### config.mk
export PLATFORM = sky130hd
export DESIGN_NAME = ffxkclkx_elastic_flat
export DESIGN_NICKNAME = d
export VERILOG_FILES = /design/src/rtl/ffxkclkx_elastic_if.sv /design/src/rtl/ffxkclkx_elastic.sv /design/src/flat_wrapper.sv
export SDC_FILE = /design/constraint.sdc
export NUM_CORES = 1
export LEC_CHECK = 0
export BUFFER_PORTS_ARGS = -buffer_cell sky130_fd_sc_hd__buf_2
export CAP_MARGIN = 20
export CORE_UTILIZATION = 45
export DETAILED_ROUTE_END_ITERATION = 8
export GPL_ROUTABILITY_DRIVEN = 0
export PLACE_DENSITY = 0.67
export RECOVER_POWER = 50
export SLEW_MARGIN = 20
export SYNTH_ARGS = -nofsm -noshare
export SYNTH_HDL_FRONTEND = slang
export SYNTH_SLANG_ARGS = --single-unit
### constraint.sdc
create_clock -name clk -period 1.8 [get_ports clk]
set_input_delay 0.27 -clock clk [delete_from_list [all_inputs] [get_ports clk]]
set_output_delay 0.27 -clock clk [all_outputs]
set_load 0.02 [all_outputs]
### src/rtl/ffxkclkx_elastic_if.sv
// Handshake bundle for the elastic delay line: upstream word/ready, downstream word/ready and occupancy.
// The slave modport is the delay line itself; the master modport is the surrounding producer/consumer.
interface ffxkclkx_elastic_if #(
  parameter int WID = 10,
  parameter int K   = 3
);
  localparam int CW = $clog2(K + 1);

  logic           ivld;
  logic [WID-1:0] idat;
  logic           irdy;
  logic           ovld;
  logic [WID-1:0] odat;
  logic           ordy;
  logic [CW-1:0]  ocnt;

  modport master (output ivld, idat, ordy, input irdy, ovld, odat, ocnt);
  modport slave  (input ivld, idat, ordy, output irdy, ovld, odat, ocnt);
endinterface

### src/rtl/ffxkclkx_elastic.sv
// K-stage elastic delay line with per-stage valid, backpressure, bubble collapsing and synchronous flush.
// Define PIPE_DLY_CLR_EN to zero the data of every stage that ends up empty (odat reads 0 when ovld=0).
module ffxkclkx_elastic #(
  parameter int K   = 3,
  parameter int WID = 10
) (
  input  logic             clk,
  input  logic             rst,
  input  logic             flush,
  ffxkclkx_elastic_if.slave bus
);
  localparam int CW = $clog2(K + 1);

  logic [K:1]     v;
  logic [WID-1:0] d [1:K];
  logic [K:1]     adv;
  logic [K:1]     v_nxt;
  logic [K:0]     v_src;
  logic [WID-1:0] d_src [0:K];
  logic [CW-1:0]  cnt;
  logic           take;
  logic           give;

  // Index 0 is the upstream input, index s>=1 is stage s, so stage s always loads from src[s-1].
  assign v_src = {v, bus.ivld};
  assign d_src[0] = bus.idat;
  for (genvar s = 1; s <= K; s++) begin : g_src
    assign d_src[s] = d[s];
  end

  // A stage may advance if it is empty or everything ahead of it advances; evaluated from the output back.
  always_comb begin
    adv    = '0;
    adv[K] = !v[K] | bus.ordy;
    for (int s = K - 1; s >= 1; s--) begin
      adv[s] = !v[s] | adv[s+1];
    end
  end

  always_comb begin
    v_nxt = v;
    for (int s = 1; s <= K; s++) begin
      if (flush)
        v_nxt[s] = 1'b0;
      else if (adv[s])
        v_nxt[s] = v_src[s-1];
    end
  end

  assign take = bus.ivld & adv[1];
  assign give = v[K] & bus.ordy;

  always_ff @(posedge clk or posedge rst) begin
    if (rst) begin
      v   <= '0;
      cnt <= '0;
      for (int s = 1; s <= K; s++) begin
        d[s] <= '0;
      end
    end else begin
      v <= v_nxt;
      for (int s = 1; s <= K; s++) begin
`ifdef PIPE_DLY_CLR_EN
        if (!v_nxt[s])
          d[s] <= '0;
        else if (adv[s])
          d[s] <= d_src[s-1];
`else
        if (adv[s])
          d[s] <= d_src[s-1];
`endif
      end
      // A word offered during flush is dropped, so the count simply restarts from zero.
      if (flush)
        cnt <= '0;
      else
        cnt <= cnt + CW'(take) - CW'(give);
    end
  end

  assign bus.irdy = adv[1];
  assign bus.ovld = v_src[K];
  assign bus.odat = d_src[K];
  assign bus.ocnt = cnt;

endmodule

### src/flat_wrapper.sv
// flat-port wrapper written by rule: the top's interface ports become plain ports
module ffxkclkx_elastic_flat 
#(
  parameter int K   = 3,
  parameter int WID = 10
)
  (clk, rst, flush, bus_ivld, bus_idat, bus_ordy, bus_irdy, bus_ovld, bus_odat, bus_ocnt);
  ffxkclkx_elastic_if #(.WID(WID), .K(K)) bus_i ();
  input  logic clk;
  input  logic rst;
  input  logic flush;
  input wire logic [$bits(bus_i.ivld)-1:0] bus_ivld;
  input wire logic [$bits(bus_i.idat)-1:0] bus_idat;
  input wire logic [$bits(bus_i.ordy)-1:0] bus_ordy;
  output wire logic [$bits(bus_i.irdy)-1:0] bus_irdy;
  output wire logic [$bits(bus_i.ovld)-1:0] bus_ovld;
  output wire logic [$bits(bus_i.odat)-1:0] bus_odat;
  output wire logic [$bits(bus_i.ocnt)-1:0] bus_ocnt;
  assign bus_i.ivld = bus_ivld;
  assign bus_i.idat = bus_idat;
  assign bus_i.ordy = bus_ordy;
  assign bus_irdy = bus_i.irdy;
  assign bus_ovld = bus_i.ovld;
  assign bus_odat = bus_i.odat;
  assign bus_ocnt = bus_i.ocnt;
  ffxkclkx_elastic #(.K(K), .WID(WID)) u_core (.clk(clk), .rst(rst), .flush(flush), .bus(bus_i));
endmodule
* Yosys cells after proc, flatten, opt, wreduce, memory -nomap -nowiden
Cells that the tools add are included.
Operators by class: mux-type cells 7, reduce and logical (&&, ||, !) cells 6, bitwise logic cells 5, add/sub/neg operators 2
Operators by type and width (number):
- two-way mux 1 bit | 6
- nonzero test 2 bit | 3
- zero test 1 bit | 3
- OR 1 bit | 3
- adder 2 x 1 -> 2 bit | 1
- AND 1 bit | 2
- two-way mux 2 bit | 1
- subtractor 2 x 1 -> 2 bit | 1
Word-level totals: logic and storage cells 27, register bits after elaboration 35

* Logic depth before layout (Yosys ltp)
depth after elaboration 8, depth in mapped cells 6, mapped depth without buffers 6

* Worst setup path after synthesis
No wires, ideal clock.
kind register to register, start register u_core.v[3] in the netlist's numbering, end register u_core.cnt[1] (netlist: u_core.bus.ocnt[1]), clock period less this slack 1.525 ns, data arrival time 1.411 ns, data required time 1.686 ns, cell stages (with the launch flop) 7, path buffers 1, slack 0.275 ns, cells stage by stage dfrtp_1 > nand4b_4 > buf_6 > and2_1 > ha_1 > xnor3_1 > nor2_1
Between the ends: longest elaborated chain between the ends 8, elaborated cells on any way between the ends 9, classes of those cells add/sub (2); mux (1); bitwise (5); reduce/logical (1)
RTL lines:
- from (decl) | line ffxkclkx_elastic.sv:14 | logic [K:1] v;
- from (signal assigned) | line ffxkclkx_elastic.sv:61 | v <= v_nxt;
- zero test 1 bit | line ffxkclkx_elastic.sv:34 | adv[K] = !v[K] | bus.ordy;
- OR 1 bit | line ffxkclkx_elastic.sv:34
- OR 1 bit (2 in a row) | line ffxkclkx_elastic.sv:36 | adv[s] = !v[s] | adv[s+1];
- named net bus_irdy | line flat_wrapper.sv:15 | output wire logic [$bits(bus_i.irdy)-1:0] bus_irdy;
- AND 1 bit | line ffxkclkx_elastic.sv:50 | assign take = bus.ivld & adv[1];
- adder 2 x 1 -> 2 bit | line ffxkclkx_elastic.sv:77 | cnt <= cnt + CW'(take) - CW'(give);
- subtractor 2 x 1 -> 2 bit | line ffxkclkx_elastic.sv:77
- two-way mux 2 bit | line ffxkclkx_elastic.sv:74 | if (flush)
- to (signal assigned) | line ffxkclkx_elastic.sv:77
- to (decl) | line ffxkclkx_elastic.sv:20 | logic [CW-1:0] cnt;
The timed path passes the listed nets, and every way through them passes these cells. A chain may end at the register's enable or synchronous reset.

* Worst setup path after layout
start register u_core.v[3] in the netlist's numbering, end register u_core.d[28] in the netlist's numbering
Between the ends: longest elaborated chain between the ends 4
RTL lines:
- zero test 1 bit | line ffxkclkx_elastic.sv:34
- OR 1 bit | line ffxkclkx_elastic.sv:34
- OR 1 bit (2 in a row) | line ffxkclkx_elastic.sv:36
- to (signal, indexed assignment) | line ffxkclkx_elastic.sv:70 | d[s] <= d_src[s-1];
- to (decl) | line ffxkclkx_elastic.sv:15 | logic [WID-1:0] d [1:K];
No other way between the ends.

==> impl_results.md <==
- Run status: complete, no violations
- Hold Slack: 0.1505 ns
- I/O Pins: 29
- Initial antenna violation count: 0
- CTS root buf: clkbuf_4
- Slowest stage delay, CP: between 0.4 and 0.5 ns
- TritonCTS clock tree: built
- Mapped Cells: 98
- Mapped Nets: 115
- VDD IR-drop max: 499.5 µV
- Sequential area share after synthesis: 0.5863
- Netlist Area Pre-Place: between 1000 and 1500 µm²
- Post-CTS sizing: 0
- NetSw: roughly 340 µW
- Post-DP HPWL: between 1500 and 2000 µm
- Vias in the first global route: slightly above 800
- DR vias: 797
- Final hold violation count: 0
- CTS clk-pin slew, worst paths: 0.09 ns
- Seq pwr share: 0.581
- Slew Viols, Final: 0
- Synthesis Warnings: 0
- Largest net degree at the start of global routing: 36
- Internal power: roughly 1100 µW
- Total CTS buffers: 5
- Die Ht: 59.62 µm
- Initial Utilization: 0.4815
- Hold buffer count at CTS: 0
- Antenna-violating nets left: 0
- Static Leak: 0.0008217 µW
- Total grt overflow: 0
- Final setup viols: 0
- Fin area: 1667 µm²
- Area grow syn2layout: 11.56%
- Setup TNS Final: 0 ns
- Routed vias/inst: 4.716
- F_max: 643.7 MHz
- Max clock buf depth: 2
- Setup Skew: 0.004349 ns
- Area of the die: ~3600 µm²
- CP max FO: 7
- Core ar.: 3103 µm²
- Row count: 20
- CP startpoint kind: flip-flop
- Headroom to the max-slew limit: 0.4496
- Pwr per Cell Area: 887.8 nW/µm²
- Drt wl/cell: approximately 12 µm
- Crit-path slowest cell: dfrtp_1
- Final Cycle Share: 0.8631
- Period minus WS final: 1.554 ns
- Comb pwr share: 0.104
- R2R setup slack: approximately 0.25 ns
- Max-cap violations: 0
- Critical Path End Type: flip-flop
- Reg-to-Reg Start: u_core.v[3]
- Initial DRC Count: 11
- Share of layout cells above drive strength 1: 0.5200
- Unique masters post-synth: 16
- IO Port Bufs: 28
- Worst slew pin tran: 0.8255 ns
- Sw frac: 0.2299
- Data arrival, critical path: 1.77 ns
- Postcts setup bufs: 0
- Worst-Skew Late Latency: 0.33 ns
- Crit path from: u_core.v[3]
- TritonCTS Sinks: 35
- Synthesized area per cell: approximately 15 µm²
- H-tree Lvls: 2
- Clock share of power: 0.315
- First-pass GRT wire length: 3691 µm
- Synth Register Bits: 35
- Area after DPL: 1617 µm²
- Critical Path, Cell by Cell: nand4b_4 -> clkbuf_1 -> mux2_2
- Die width: 59.62 µm
- GRT Overall Usage: 0.1522
- Residual DRC: 0
- RSZ-0062 raised after global routing: false
- Worst Reg-to-Reg Cells: 3
- Reg2reg end: u_core.d[28]
- Layout Nets: 141
- Critical Path RT: 2.02 ns
- # diodes: 0
- Drt first pass iters: 2
- Setup crit end: u_core.d[28]
- Worst min path class: primary input to flip-flop
- Crit Path Class: flip-flop to flip-flop
- Total Wirelength: 2107 µm
- Hold path startpoint: flush
synthesized netlist by cell type (all sizes together):
| library cell | n | area [µm²] |
|---|---|---|
| nand3b | 1 | 7.510 |
| ha | 2 | 25.02 |
| xnor3 | 1 | 22.52 |
| and2 | 2 | 12.51 |
| buf | 13 | 102.6 |
| nor2b | 2 | 12.51 |
| dfrtp | 35 | 875.8 |
| a21oi | 3 | 15.01 |
| mux2 | 30 | 364.1 |
| inv | 6 | 22.52 |
| nand2b | 1 | 6.260 |
| nor2 | 1 | 3.750 |
| nand4b | 1 | 23.77 |
through the flow:
| stage | utilization | instances | power [µW] | worst slack, ns |
|---|---|---|---|---|
| after floorplan | - | 98 | 999.9 | 0.2753 |
| after global placement | 0.5210 | 161 | 1030 | 0.4027 |
| after detailed placement | 0.5210 | 161 | 1037 | 0.3650 |
| after CTS | 0.5431 | 169 | 1508 | 0.2838 |
| after global routing | 0.5371 | 169 | 1561 | 0.1255 |
| final | 0.5371 | 169 | 1480 | 0.2465 |
worst min-delay path by stage:
stage	endpoint	slack (ns)	depth (start not counted)
floorplan	u_core.v[1]	0.33	1
global placement	u_core.bus.odat[9]	0.38	3
detailed placement	u_core.bus.odat[7]	0.38	3
CTS	u_core.d[26]	0.009	3
global route	u_core.v[1]	0.12	2
finish	u_core.v[1]	0.15	2
power groups by stage:
stage	logic [µW]	registers [µW]	clock network, µW
after floorplan	122	878	0
final	153	860	467
after CTS	161	861	485
after global routing	170	867	525
after detailed placement	161	877	0
after global placement	157	873	0
worst max-delay path, delay by kind of cell, from the launching register on:
kind          cells  cell delay, ns
buf+inv           1            0.42
flops             1            0.45
simple gates      1            0.18
mux               1            0.39
cells in the final DEF, fill, tap and decap left out, drive strengths merged:
master   n
inv      6
dfrtp   35
clkbuf  11
nand2b   1
nor2     1
ha       2
buf     29
a21oi    3
nand3b   1
mux2    30
nand4b   1
nor2b    2
and2     2
xnor3    1
sequential cells by signal (all words and copies together), names as in the netlist:
name / flops
u_core.v: 3
u_core.bus.ocnt: 2
u_core.bus.odat: 10
u_core.d: 20
cell type report:
| class | count | area [µm²] |
|---|---|---|
| fillers | 294 | 1436 |
| flip-flops and latches | 35 | 875.8 |
| multi-input cells | 44 | 481.7 |
| repair buffers | 32 | 162.7 |
| clock buffers | 8 | 68.82 |
| inverters | 6 | 22.52 |
| well taps | 44 | 55.05 |
routing by layer:
layer	share of wire	vias up	track usage
met5	0	-	0
met4	0.022	0	0.08970
met3	0.044	5	0.05895
met2	0.53	16	0.2600
met1	0.40	404	0.1578
li1	-	372	-
cell families (layout without fill, tap and decap cells):
| group | Yosys count | count (layout) | share of synthesized area |
|---|---|---|---|
| AOI/OAI and AO/OA | 3 | 3 | 0.01005 |
| xor gates and xnor gates | 1 | 1 | 0.01507 |
| adders and majority gates | 2 | 2 | 0.01675 |
| buffers and inverters | 19 | 46 | 0.08375 |
| DFF | 35 | 35 | 0.5863 |
| muxes | 30 | 30 | 0.2437 |
| and+or+nand+nor | 8 | 8 | 0.04439 |
No activity file was read; power rests on OpenSTA's default activity.
